**config.mk**
```make
export PLATFORM = sky130hd
export DESIGN_NAME = rr_arb_mux
export DESIGN_NICKNAME = d
export VERILOG_FILES = /design/src/rtl/rr_arb_mux_pkg.sv /design/src/rtl/one_hot_mux.sv /design/src/rtl/rr_pick.sv /design/src/rtl/rr_arb_mux.sv
export SDC_FILE = /design/constraint.sdc
export NUM_CORES = 1
export LEC_CHECK = 0
export ABC_AREA = 1
export CORE_MARGIN = 1
export CORE_UTILIZATION = 38
export CTS_BUF_LIST = sky130_fd_sc_hd__clkbuf_8
export DETAILED_ROUTE_END_ITERATION = 16
export GPL_ROUTABILITY_DRIVEN = 0
export PLACE_DENSITY = 0.83
export SYNTH_ARGS = -nofsm -noshare
export SYNTH_HDL_FRONTEND = slang
export SYNTH_SLANG_ARGS = --single-unit
```
**constraint.sdc**
```tcl
create_clock -name clk -period 3.2 [get_ports clk]
set_clock_uncertainty 0.1 [all_clocks]
set_input_delay 0.64 -clock clk [delete_from_list [all_inputs] [get_ports clk]]
set_output_delay 0.64 -clock clk [all_outputs]
set_load 0.005 [all_outputs]
```
**src/rtl/rr_arb_mux_pkg.sv**
```systemverilog
// Shared helpers for the round-robin arbiter slice: FSM state codes and the
// lowest-set-bit idiom that several muxes in this codebase reuse.
package rr_arb_mux_pkg;

    // Widest one-hot vector lsb_isolate handles; callers zero-extend into it
    localparam int LSB_MAX_W = 64;

    // Arbiter FSM states
    localparam logic [0:0] STATE_IDLE = 1'b0;
    localparam logic [0:0] STATE_LOCK = 1'b1;

    // Keep only the lowest set bit of x (zero stays zero)
    function automatic logic [LSB_MAX_W-1:0] lsb_isolate(input logic [LSB_MAX_W-1:0] x);
        return x & ~(x - {{(LSB_MAX_W-1){1'b0}}, 1'b1});
    endfunction

endpackage

```
**src/rtl/one_hot_mux.sv**
```systemverilog
// Generic AND-OR data mux driven by a one-hot (or all-zero) select vector.
// An all-zero select yields all-zero data.
module one_hot_mux #(
    parameter int WIDTH         = 32,
    parameter int CNT           = 5,
    parameter int ONE_HOT_CHECK = 1
) (
    input  logic [CNT-1:0]       sel_i,
    input  logic [WIDTH*CNT-1:0] data_i,
    output logic [WIDTH-1:0]     data_o
);

    // OR together every lane whose select bit is set
    always_comb begin
        data_o = '0;
        for (int i = 0; i < CNT; i++) begin
            if (sel_i[i]) begin
                data_o = data_o | data_i[WIDTH*i +: WIDTH];
            end
        end
    end

    generate
        if (ONE_HOT_CHECK != 0) begin : gCheck
            // Flag selects with more than one bit set during simulation
            always_comb begin
                assert ($onehot0(sel_i));
            end
        end
    endgenerate

endmodule

```
**src/rtl/rr_pick.sv**
```systemverilog
// Masked-priority round-robin pick: the lowest valid requester strictly above
// the pointer wins, falling back to the lowest valid requester overall.
module rr_pick
    import rr_arb_mux_pkg::*;
#(
    parameter int CNT = 5
) (
    input  logic [CNT-1:0] req_vld,
    input  logic [CNT-1:0] ptr,
    output logic [CNT-1:0] pick
);

    logic [CNT-1:0] atOrBelow;
    logic [CNT-1:0] hi;

    // When ptr is the top bit the shift overflows to zero, the mask becomes
    // all ones, hi is empty and the pick wraps back to index 0.
    assign atOrBelow = (ptr << 1) - CNT'(1);
    assign hi        = req_vld & ~atOrBelow;

    // Prefer requesters above the pointer, else wrap to the full valid set
    always_comb begin
        if (|hi) begin
            pick = CNT'(lsb_isolate(LSB_MAX_W'(hi)));
        end else begin
            pick = CNT'(lsb_isolate(LSB_MAX_W'(req_vld)));
        end
    end

endmodule

```
**src/rtl/rr_arb_mux.sv**
```systemverilog
// Round-robin arbiter with packet locking in front of one registered output
// channel. A multi-beat packet keeps the grant until its last beat is taken.
module rr_arb_mux
    import rr_arb_mux_pkg::*;
#(
    parameter int WIDTH = 32,
    parameter int CNT   = 5
) (
    input  logic                 clk,
    input  logic                 rst,
    input  logic [CNT-1:0]       req_vld,
    input  logic [CNT-1:0]       req_last,
    input  logic [WIDTH*CNT-1:0] req_data,
    output logic [CNT-1:0]       req_rdy,
    output logic                 out_vld,
    output logic [WIDTH-1:0]     out_data,
    output logic                 out_last,
    output logic [CNT-1:0]       out_src,
    input  logic                 out_rdy
);

    // Pointer resets to the top requester so requester 0 wins first
    localparam logic [CNT-1:0] PTR_RST = {1'b1, {(CNT-1){1'b0}}};

    logic [0:0]       state_q,    state_d;
    logic [CNT-1:0]   lock_q,     lock_d;
    logic [CNT-1:0]   ptr_q,      ptr_d;
    logic             out_vld_q,  out_vld_d;
    logic [WIDTH-1:0] out_data_q, out_data_d;
    logic             out_last_q, out_last_d;
    logic [CNT-1:0]   out_src_q,  out_src_d;

    logic [CNT-1:0]   pick;
    logic [CNT-1:0]   grant;
    logic [WIDTH-1:0] muxData;
    logic             load;
    logic             winLast;
    logic             accept;

    rr_pick #(
        .CNT(CNT)
    ) uPick (
        .req_vld(req_vld),
        .ptr    (ptr_q),
        .pick   (pick)
    );

    one_hot_mux #(
        .WIDTH        (WIDTH),
        .CNT          (CNT),
        .ONE_HOT_CHECK(0)
    ) uMux (
        .sel_i (grant),
        .data_i(req_data),
        .data_o(muxData)
    );

    assign load    = !out_vld_q || out_rdy;
    assign winLast = |(grant & req_last);
    assign accept  = load && (|grant);
    assign req_rdy = grant & {CNT{load}};

    // Grant follows the rotating pick when idle, or only the locked owner
    always_comb begin
        if (state_q == STATE_IDLE) begin
            grant = pick;
        end else begin
            grant = lock_q & req_vld;
        end
    end

    // Lock on a non-last beat, release and advance the pointer on the last
    always_comb begin
        state_d = state_q;
        lock_d  = lock_q;
        ptr_d   = ptr_q;
        if (accept) begin
            if (state_q == STATE_IDLE) begin
                if (winLast) begin
                    ptr_d = grant;
                end else begin
                    lock_d  = grant;
                    state_d = STATE_LOCK;
                end
            end else if (winLast) begin
                ptr_d   = lock_q;
                lock_d  = '0;
                state_d = STATE_IDLE;
            end
        end
    end

    // Output stage loads the winner, or empties when nobody is granted
    always_comb begin
        out_vld_d  = out_vld_q;
        out_data_d = out_data_q;
        out_last_d = out_last_q;
        out_src_d  = out_src_q;
        if (load) begin
            if (|grant) begin
                out_vld_d  = 1'b1;
                out_data_d = muxData;
                out_last_d = winLast;
                out_src_d  = grant;
            end else begin
                out_vld_d  = 1'b0;
            end
        end
    end

    // State registers; reset abandons any partially sent packet
    always_ff @(posedge clk or posedge rst) begin
        if (rst) begin
            state_q    <= STATE_IDLE;
            lock_q     <= '0;
            ptr_q      <= PTR_RST;
            out_vld_q  <= 1'b0;
            out_data_q <= '0;
            out_last_q <= 1'b0;
            out_src_q  <= '0;
        end else begin
            state_q    <= state_d;
            lock_q     <= lock_d;
            ptr_q      <= ptr_d;
            out_vld_q  <= out_vld_d;
            out_data_q <= out_data_d;
            out_last_q <= out_last_d;
            out_src_q  <= out_src_d;
        end
    end

    assign out_vld  = out_vld_q;
    assign out_data = out_data_q;
    assign out_last = out_last_q;
    assign out_src  = out_src_q;

endmodule

```
==> summary.txt <==
Floorplan
  • Std-Cell Rows: 34
  • DIE HEIGHT: 96.9 µm
  • Core Area: 8720 µm²
  • Initial core utilization: 39.2%
  • IO Count: 217
  • Die Area: 9390 µm²
  • Die X: 96.9 µm

Synthesis
  • Post-Syn Area: 3420 µm²
  • Yosys cell types: 23
  • Top post-synthesis cells by count: nand2_1, nand3_1, dfrtp_1
  • Simple-Gate Fraction of Synth Area: 47.9%
  • Post-synthesis cell count: 542
  • Synth top area cells: dfrtp_1, nand2_1, nand3_1, a21oi_1, inv_1
  • Largest family of logic cells by synthesized area: simple AND/OR/NAND/NOR gates
  • Warnings from Yosys: 0
  • Most used DFF post-synth: dfrtp_1
  • Register bit total from synthesis: 49
  • Seq/Total Area, Yosys: 35.8%
  • Post-synth EDFFs: 0
  • Async SR Flop Fraction: 100%
  • Adder-cell area share of the yosys netlist: 0.366%
  • Top-count cell post-synth: nand2_1
  • Syn_nets: 716
  • Leading area contributor after synthesis: dfrtp_1
  • Post-synthesis xor/xnor area fraction: 0%
  • Post-synthesis mux area share: 0%
  • Post-synthesis compound-gate area fraction: 6.95%
  • Post-synthesis area per instance: roughly 6.3 µm²
  • Synth top area share: 35.8%

Clock tree
  • Clock Tree Root: clkbuf_8
  • Cts bufs inserted: 5
  • Clk sinks: 49
  • Clk pin slew, worst setup/hold paths: 90 ps
  • Hold_buf cts: 0
  • Clock Latency Late Sink: 300 ps
  • CTS Buffer Depth: 2
  • CTS H-tree lvls: 2
  • TritonCTS clock tree: yes

Power
  • Leakage: 0.00289 µW
  • NetSw: 2400 µW
  • Clock power frac: 7.7%
  • Sequential Power Share: a little over a fifth
  • Sw frac: 48.3%
  • Peak supply drop: 0.588 mV
  • Int Pwr: 2570 µW
  • Power density cells: 837 nW/µm²
  • Combinational Power Share: 71.0%
  • Total power: about 5000 µW

Route
  • Vias/cell: 5.15
  • DRC Markers: 0
  • WL per Instance: 14.8 µm
  • First-pass DRT Iterations: 5
  • Drt initial violations: 158
  • Final ANT Viol Nets: 0
  • Vias post-DR: between 4k and 5k
  • DRT Wirelength: 13000 µm

Finish
  • Cell area after layout: 5940 µm²
  • Antenna Cells: 0
  • Layout Cells excl Fill: 876
  • Layout cells sized above 1: 9.24%
  • Nets: 941
  • Fillers: around 740
  • Area Growth Syn to Fin: 73.7%

Min path
  • Hold Path Depth: 2
  • Hold crit path type: reg2reg

Placement
  • Placed Area: 5790 µm²
  • Final HPWL DP: 9990 µm
  • Dpl cells: 865
  • IO Port Bufs: 216

Worst setup path
  • Crit path kind: in2out
  • Element type at the critical path end: output pin
  • CP Cell Sequence: clkdlybuf4s50_1 -> nand2_1 -> nand2_1 -> inv_2 -> nand2_2 -> inv_2 -> nand2_2 -> nand2_1 -> nand2_2 -> nand2_2 -> nand2_2 -> nand3_2 -> nand2_4 -> nor2_2 -> dlygate4sd2_1
  • Worst Path Required: roughly 2500 ps
  • CP max-delay cell: clkdlybuf4s50_1
  • R2R cell count: 21
  • Startpoint Class: input pin
  • Largest fanout on the critical path: 8
  • Most used cell along the critical path: nand2_2
  • Crit path largest cell delay: 480 ps
  • Arrival @ worst endpoint: 2340 ps

GRT
  • Met1 Track Usage GR: 29.8%
  • Busiest grt layer: met2
  • First-pass GRT wire length: 20500 µm
  • Vias in the first global route: ~4.6k
  • Global-route usage over all layers: about 27%
  • Grt met2 use: 47.7%
  • Global Route met3 Usage: 7.08%
  • Total grt overflow: 0
  • Antenna violations before repair: 0
  • Largest net degree at the start of global routing: 50

STA
  • Post-route clock period utilization: 96.4%
  • Pins over their slew limit: 0
  • Final hold vios: 0
  • Slew margin rel.: between 50% and 60%
  • Final min period: roughly 3000 ps
  • Final setup viols: 0
  • Max Freq: 324 MHz
  • Worst slew pin tran: slightly above 600 ps

Outcome
  • Status: finished clean

Flow run
  • Max-cap viol count: 0
kinds of logic (layout without fill, tap and decap cells):
group	Yosys count	count (layout)
flip-flops	49	49
buffers and inverters	69	295
AO/OA/AOI/OAI	47	47
adder cells (fa/ha/maj)	1	1
AND/OR/NAND/NOR	376	376
what timing repair did:
| action | 4_1_cts | 5_1_grt |
|---|---|---|
| setup buffers | 0 | 3 |
| resized for setup | 9 | 18 |
| pin swaps | 1 | 5 |
| setup endpoints to repair | 5 | 4 |
sequential cells by signal (all words and copies together) (netlist names):
register	flops
lock_q	5
out_data	32
out_last	1
out_src	5
out_vld	1
ptr_q	4
state_q	1
per-layer routing:
metal  share of wire [%]  wire, µm
met5                   0         0
met4                 3.8       498
met3                 8.5      1110
met2                  50      6470
met1                  38      4920
final timing paths:
check | start | to | slack (ps)
setup / recovery | req_vld[2] | req_rdy[2] | 120
hold / removal | out_data[18] | out_data[18] | 380
setup reg to reg | ptr_q[0] | lock_q[2] | 290
hold reg to reg | out_data[18] | out_data[18] | 380
max in group asynchronous | rst | out_data[4] | 1870
min in group asynchronous | rst | out_data[5] | 710
power by group through the flow:
stage	sequential, µW	clock (µW)	combinational (µW)
3_5_place_dp	1060	0	3460
4_1_cts	1060	395	3460
2_1_floorplan	1050	0	2090
5_1_grt	1090	419	3920
6_report	1060	382	3530
3_3_place_gp	1060	0	3360
cells in the final DEF, fill, tap and decap left out, types with 2 or more instances in the layout:
master           instances
dlymetal6s2s_1           3
inv_2                    5
inv_1                   34
nand2_1                229
nand2_4                  3
nor2_1                  25
o21ai_0                 11
nor2_2                   5
nand3_1                 76
nand3_2                  5
clkbuf_8                 6
dfrtp_1                 49
buf_4                   30
dlygate4sd2_1            2
a21oi_1                 34
clkbuf_2                 2
nand2_2                  8
nand4_1                 22
clkdlybuf4s50_1        208
critical path, delay by kind of cell:
kind	cells	cell delay [ps]
buf+inv	4	840
simple gates	11	840
area by class of cell:
type | instances | area, µm² | share of cell area, %
clock buffers | 6 | 82.6 | 1.39
clock inverters | 2 | 13.8 | 0.232
inverters | 39 | 146 | 2.46
multi-input cells | 424 | 1930 | 32.4
flip-flops and latches | 49 | 1230 | 20.6
well taps | 108 | 135 | 2.27
repair buffers | 248 | 2410 | 40.6
through the flow:
step / setup WS [ps] / TNS [ps] / hold WS, ps / utilization, %
floorplan: 588 / 0 / 342 / -
global placement: -193 / -685 / 357 / 66.4
detailed placement: -245 / -1480 / 364 / 66.4
CTS: 3.90 / 0 / 390 / 67.6
global route: -21.7 / -24.3 / 402 / 68.1
finish: 116 / 0 / 383 / 68.1
(Power assumes the default switching activity.)
